--- config.mk ---
export PLATFORM = sky130hd
export DESIGN_NAME = fft_buf_reader
export DESIGN_NICKNAME = d
export VERILOG_FILES = /design/src/rtl/fft_buf_reader_pkg.sv /design/src/rtl/fft_buf_reader_rd_pipe.sv /design/src/rtl/fft_buf_reader.sv
export SDC_FILE = /design/constraint.sdc
export NUM_CORES = 1
export LEC_CHECK = 0
export CAP_MARGIN = 10
export CORE_MARGIN = 2
export CORE_UTILIZATION = 39
export DETAILED_ROUTE_END_ITERATION = 12
export GPL_ROUTABILITY_DRIVEN = 0
export PLACE_DENSITY = 0.81
export SYNTH_ARGS = -nofsm -noshare
export SYNTH_HDL_FRONTEND = slang
export SYNTH_HIERARCHICAL = 1
export SYNTH_SLANG_ARGS = --single-unit
--- constraint.sdc ---
create_clock -name clk -period 1.7 [get_ports clk]
set_input_delay 0.51 -clock clk [delete_from_list [all_inputs] [get_ports clk]]
set_output_delay 0.51 -clock clk [all_outputs]
set_load 0.03 [all_outputs]
--- src/rtl/fft_buf_reader_pkg.sv ---
// Shared constants and types for the FFT input-buffer read side.
package fft_buf_reader_pkg;

  localparam int unsigned N_LOG2    = 6;
  localparam int unsigned FRAME_LEN = 2 ** N_LOG2;
  localparam int unsigned DW        = 32;

  typedef enum logic {
    IDLE = 1'b0,
    READ = 1'b1
  } state_e;

  // Sideband that travels alongside each read through the memory latency.
  typedef struct packed {
    logic valid;
    logic sof;
    logic eof;
    logic bank;
  } rd_tag_t;

  localparam int unsigned TAG_W = $bits(rd_tag_t);

endpackage

--- src/rtl/fft_buf_reader_rd_pipe.sv ---
// Fixed-depth shift register that delays read sideband to line up with memory data.
//   clk, rst_n : clock, asynchronous active-high reset
//   d          : tag launched with the read strobe
//   q          : tag DEPTH cycles later
module fft_buf_reader_rd_pipe
  import fft_buf_reader_pkg::*;
#(
  parameter int unsigned DEPTH = 1,
  parameter int unsigned W     = TAG_W
) (
  input  logic         clk,
  input  logic         rst_n,
  input  logic [W-1:0] d,
  output logic [W-1:0] q
);

  logic [W-1:0] sr_q [DEPTH];

  always_ff @(posedge clk or posedge rst_n) begin
    if (rst_n) begin
      for (int unsigned i = 0; i < DEPTH; i++) sr_q[i] <= '0;
    end else begin
      sr_q[0] <= d;
      for (int unsigned i = 1; i < DEPTH; i++) sr_q[i] <= sr_q[i-1];
    end
  end

  assign q = sr_q[DEPTH-1];

endmodule

--- src/rtl/fft_buf_reader.sv ---
// Read side of the ping-pong FFT input buffer: drains each completed bank in natural
// order, strictly alternating banks, and streams one frame per bank to the FFT core.
//   clk, rst_n        : clock, asynchronous active-high reset
//   wr_done, wr_bank  : writer finished a frame into wr_bank (1-cycle pulse)
//   out_ready         : permits issue of a new read this cycle
//   rdata0, rdata1    : bank read data, RD_LAT cycles after rd_en
//   rd_en             : combinational read strobe
//   rd_bank, rd_addr  : bank and natural-order address for the read
//   dout, dout_valid  : registered sample to the FFT core
//   sof, eof          : first / last sample of a frame, qualified by dout_valid
//   busy              : a frame is being read
//   bank_full         : per-bank frame ready and not yet fully read
//   overflow          : sticky overrun flag
module fft_buf_reader
  import fft_buf_reader_pkg::*;
#(
  parameter int unsigned RD_LAT = 1
) (
  input  logic              clk,
  input  logic              rst_n,
  input  logic              wr_done,
  input  logic              wr_bank,
  input  logic              out_ready,
  input  logic [DW-1:0]     rdata0,
  input  logic [DW-1:0]     rdata1,
  output logic              rd_en,
  output logic              rd_bank,
  output logic [N_LOG2-1:0] rd_addr,
  output logic [DW-1:0]     dout,
  output logic              dout_valid,
  output logic              sof,
  output logic              eof,
  output logic              busy,
  output logic [1:0]        bank_full,
  output logic              overflow
);

  state_e            state_q, state_d;
  logic [N_LOG2-1:0] cnt_q, cnt_d;
  logic              next_bank_q, next_bank_d;
  logic [1:0]        bank_full_q, bank_full_d;
  logic              overflow_q, overflow_d;
  logic              last_issue_c;
  rd_tag_t           tag_in, tag_out;

  assign rd_en        = (state_q == READ) && out_ready;
  assign rd_addr      = cnt_q;
  assign rd_bank      = next_bank_q;
  assign busy         = (state_q == READ);
  assign bank_full    = bank_full_q;
  assign overflow     = overflow_q;
  assign last_issue_c = rd_en && (cnt_q == N_LOG2'(FRAME_LEN - 1));

  // Next-state, counter and bank bookkeeping.
  always_comb begin
    state_d     = state_q;
    cnt_d       = cnt_q;
    next_bank_d = next_bank_q;
    bank_full_d = bank_full_q;
    overflow_d  = overflow_q;

    // Clear before set: a same-cycle wr_done on the draining bank keeps it full.
    if (last_issue_c) bank_full_d[next_bank_q] = 1'b0;
    if (wr_done) begin
      if (bank_full_q[wr_bank]) overflow_d = 1'b1;
      bank_full_d[wr_bank] = 1'b1;
    end

    unique case (state_q)
      IDLE: begin
        if (bank_full_q[next_bank_q]) begin
          state_d = READ;
          cnt_d   = '0;
        end
      end
      READ: begin
        if (rd_en) begin
          cnt_d = cnt_q + N_LOG2'(1);
          if (last_issue_c) begin
            next_bank_d = ~next_bank_q;
            // Zero-gap handover when the other bank is (or just became) full.
            if (!bank_full_d[~next_bank_q]) state_d = IDLE;
          end
        end
      end
    endcase
  end

  always_ff @(posedge clk or posedge rst_n) begin
    if (rst_n) begin
      state_q     <= IDLE;
      cnt_q       <= '0;
      next_bank_q <= 1'b0;
      bank_full_q <= '0;
      overflow_q  <= 1'b0;
    end else begin
      state_q     <= state_d;
      cnt_q       <= cnt_d;
      next_bank_q <= next_bank_d;
      bank_full_q <= bank_full_d;
      overflow_q  <= overflow_d;
    end
  end

  // Tag launched with each read; sof/eof are only meaningful with valid.
  always_comb begin
    tag_in.valid = rd_en;
    tag_in.sof   = rd_en && (cnt_q == '0);
    tag_in.eof   = last_issue_c;
    tag_in.bank  = next_bank_q;
  end

  fft_buf_reader_rd_pipe #(
    .DEPTH (RD_LAT),
    .W     (TAG_W)
  ) u_rd_pipe (
    .clk   (clk),
    .rst_n (rst_n),
    .d     (tag_in),
    .q     (tag_out)
  );

  // Output register: capture the bank selected when the read was issued.
  always_ff @(posedge clk or posedge rst_n) begin
    if (rst_n) begin
      dout       <= '0;
      dout_valid <= 1'b0;
      sof        <= 1'b0;
      eof        <= 1'b0;
    end else begin
      dout_valid <= tag_out.valid;
      sof        <= tag_out.sof;
      eof        <= tag_out.eof;
      if (tag_out.valid) dout <= tag_out.bank ? rdata1 : rdata0;
    end
  end

endmodule
==> flow_metrics.env <==
export IMPL_start_util_pct=40.6
export IMPL_cp_slowest_cell="dfrtp_1"
export IMPL_grt_max_degree=52
export IMPL_ant_nets=0
export IMPL_rows=27
export IMPL_clk_pin_slew_ns=0.09
export IMPL_synth_seq_cells=50
export IMPL_hold_ws_ns=0.360
export IMPL_post_dp_hpwl_um=4340
export IMPL_crit_required_ns=1.19
export IMPL_drtIter0Drc=56
export IMPL_first_pass_iters=4
export IMPL_syn_nets=278
export IMPL_power_leakage_nw=1.79
export IMPL_path_cells="buf_4, and2_4, buf_6"
export IMPL_grt_pass1_wl_um=8940
export IMPL_cp_depth=3
export IMPL_drv_cap=0
export IMPL_io_buffers=115
export IMPL_grt_pass1_vias=1973
export IMPL_crit_path_max_incr_delay_ns=0.41
export IMPL_hold_path_class="flip-flop to flip-flop"
export IMPL_dpl_cell_area_mm2=0.00357
export IMPL_htree_levels=2
export IMPL_synth_top_area_share_pct=56.0
export IMPL_end_kind="output port"
export IMPL_die_x_um=79.7
export IMPL_grt_util_all_layers_pct=17.9
export IMPL_final_nets=407
export IMPL_p_per_area_mw_per_mm2=930
export IMPL_fmaxAchievable_mhz=608
export IMPL_ff_latch_area_mm2=0.00125
export IMPL_overflow=0
export IMPL_die_h_um=79.7
export IMPL_multi_input_area_um2=905
export IMPL_hold_viol=0
export IMPL_rr_worst_depth=4
export IMPL_rsz0062_at_grt="false"
export IMPL_drc=0
export IMPL_dieArea_mm2=0.00635
export IMPL_synth_area_per_cell_um2=10.8
export IMPL_synth_area_leaders="dfrtp_1 56%, mux2i_1 15%, a21oi_1 8.3%, nor2_1 6.0%, inv_1 1.2%"
export IMPL_layout_drive_gt1_share_pct=10.1
export IMPL_cts_tree="built"
export IMPL_crit_type="flip-flop to output port"
export IMPL_yosys_cell_types_count=32
export IMPL_routed_wl_um=5520
export IMPL_cp_top_family="flip-flops"
export IMPL_fin_area_mm2=0.00363
export IMPL_antenna_found_initial=0
export IMPL_cts_root_buf="clkbuf_8"
export IMPL_finalCriticalPeriod_ns=1.65
export IMPL_antenna_cells=0
export IMPL_num_vias=1977
export IMPL_ir_drop_uv=558
export IMPL_syn_to_final_growth_pct=62.4
export IMPL_maxSlewViolCount=0
export IMPL_coreArea_mm2=0.00551
export IMPL_relSlewSlack_pct=70.1
export IMPL_seq_area_frac_synth_pct=56.0
export IMPL_fill_cells=467
export IMPL_utilization_pct=65.9
export IMPL_critPathBufInv=2
export IMPL_run_status="completed"
export IMPL_clockBufferDepth=2
export IMPL_yosysTopAreaCell="dfrtp_1"
export IMPL_critPathMaxFanout=8
export IMPL_wire_per_inst_um=13.5
export IMPL_period_share_pct=96.8
export IMPL_worstMarginPinSlew_ns=0.436
export IMPL_synth_warnings=6
export IMPL_cts_sinks=50
export IMPL_clk_insertion_delay_late_ns=0.30
export IMPL_io_pin_count=116
export IMPL_setup_viol=0
export IMPL_hold_path_depth=0
export IMPL_arrival_ns=1.14
export IMPL_fin_skew_ns=0.00959
export IMPL_syn_area_mm2=0.00223
export IMPL_cts_made_buffers=5
export IMPL_via_per_inst=4.83
export IMPL_start_kind="flip-flop"
export IMPL_synth_cells=207
-- layout by cell type, fill, tap and decap left out, types with 3 or more instances in the layout --
cell              n
inv_1             6
dlygate4sd2_1    47
nor3_1            3
clkbuf_8          5
nor2_1           36
buf_4            17
clkdlybuf4s50_1  67
a21oi_1          37
mux2i_1          34
nand3_1           3
dfrtp_1          48
-- logic make-up after synthesis --
family	share of synthesized area, %
AO/OA/AOI/OAI	11.8
adder cells (fa/ha/maj)	1.12
multiplexers	16.2
flip-flops	56.0
XOR/XNOR	0.392
buffers and inverters	3.64
AND/OR/NAND/NOR	10.9
-- routing by layer --
| layer | up-vias | track usage, % | routed length (um) |
|---|---|---|---|
| met2 | 90 | 32.1 | 2660 |
| li1 | 983 | - | - |
| met1 | 900 | 21.6 | 2300 |
| met4 | 0 | 2.76 | 21 |
| met3 | 4 | 5.32 | 541 |
| met5 | - | 0 | 0 |
-- synth_stat cells --
| library cell | number |
|---|---|
| a211o_1 | 1 |
| a21boi_0 | 1 |
| a21o_1 | 2 |
| a21oi_1 | 37 |
| a22o_1 | 1 |
| a2bb2oi_1 | 1 |
| a31oi_1 | 1 |
| a41oi_1 | 1 |
| and2_0 | 1 |
| and2_1 | 1 |
| and3_1 | 2 |
| buf_1 | 2 |
| buf_2 | 2 |
| buf_4 | 3 |
| clkbuf_1 | 4 |
| dfrtp_1 | 50 |
| ha_1 | 2 |
| inv_1 | 7 |
| mux2_2 | 2 |
| mux2i_1 | 34 |
| nand2_1 | 1 |
| nand3_1 | 3 |
| nand4_1 | 1 |
| nor2_1 | 36 |
| nor2b_1 | 2 |
| nor3_1 | 3 |
| nor3_4 | 1 |
| nor4_1 | 1 |
| o21ai_0 | 1 |
| o2bb2ai_1 | 1 |
| or2b_1 | 1 |
| xnor2_1 | 1 |
-- registers in the layout, summed over array words and instances, names as in the netlist --
signal       cells
sof              1
rd_bank          1
overflow         1
bank_full        2
rd_addr          6
eof              1
dout            32
busy             1
dout_valid       1
u_rd_pipe/q      4
-- path summary, 6_finish.rpt --
path	from	end	slack, ns
worst max register to register	rd_bank$_DFFE_PP0P_	rd_addr[3]$_DFFE_PP0P_	0.32
worst max-delay path	busy$_DFF_PP0_	rd_en	0.05
worst min-delay path	u_rd_pipe/q[1]$_DFF_PP0_	eof$_DFF_PP0_	0.36
min in group asynchronous	rst_n	u_rd_pipe/q[2]$_DFF_PP0_	0.43
max in group asynchronous	rst_n	dout[12]$_DFFE_PP0P_	0.86
worst min register to register	u_rd_pipe/q[1]$_DFF_PP0_	eof$_DFF_PP0_	0.36
-- power by group --
part / internal [mW] / switching (mW) / total [mW]
sequential: 1.34 / 0.0892 / 1.43
combinational: 0.494 / 0.631 / 1.12
clock: 0.438 / 0.386 / 0.824
total: 2.27 / 1.11 / 3.38
-- repair_timing --
action,in CTS,in global routing
endpoints found under the setup margin,47,0
resized for setup,50,0
buffers inserted,0,0
hold buffers,0,0
-- per-stage QoR --
step,TNS (ns),setup slack (ns),power (mW),instances
6_report,0,0.0543,3.38,409
2_1_floorplan,0,0.0870,2.08,207
5_1_grt,0,0.00104,3.57,409
3_3_place_gp,-0.246,-0.113,2.67,401
4_1_cts,0,0.0316,3.43,409
3_5_place_dp,-0.530,-0.131,2.70,401
-- area by class of cell --
type,instances,share of cell area [%]
Clock inverter,3,1.24
Inverter,7,0.724
Clock buffer,5,1.90
Timing Repair Buffer,133,34.2
Tap cell,72,2.48
Multi-Input combinational cell,139,24.9
Sequential cell,50,34.5
Note: power is estimated with default switching activity, not from simulation.
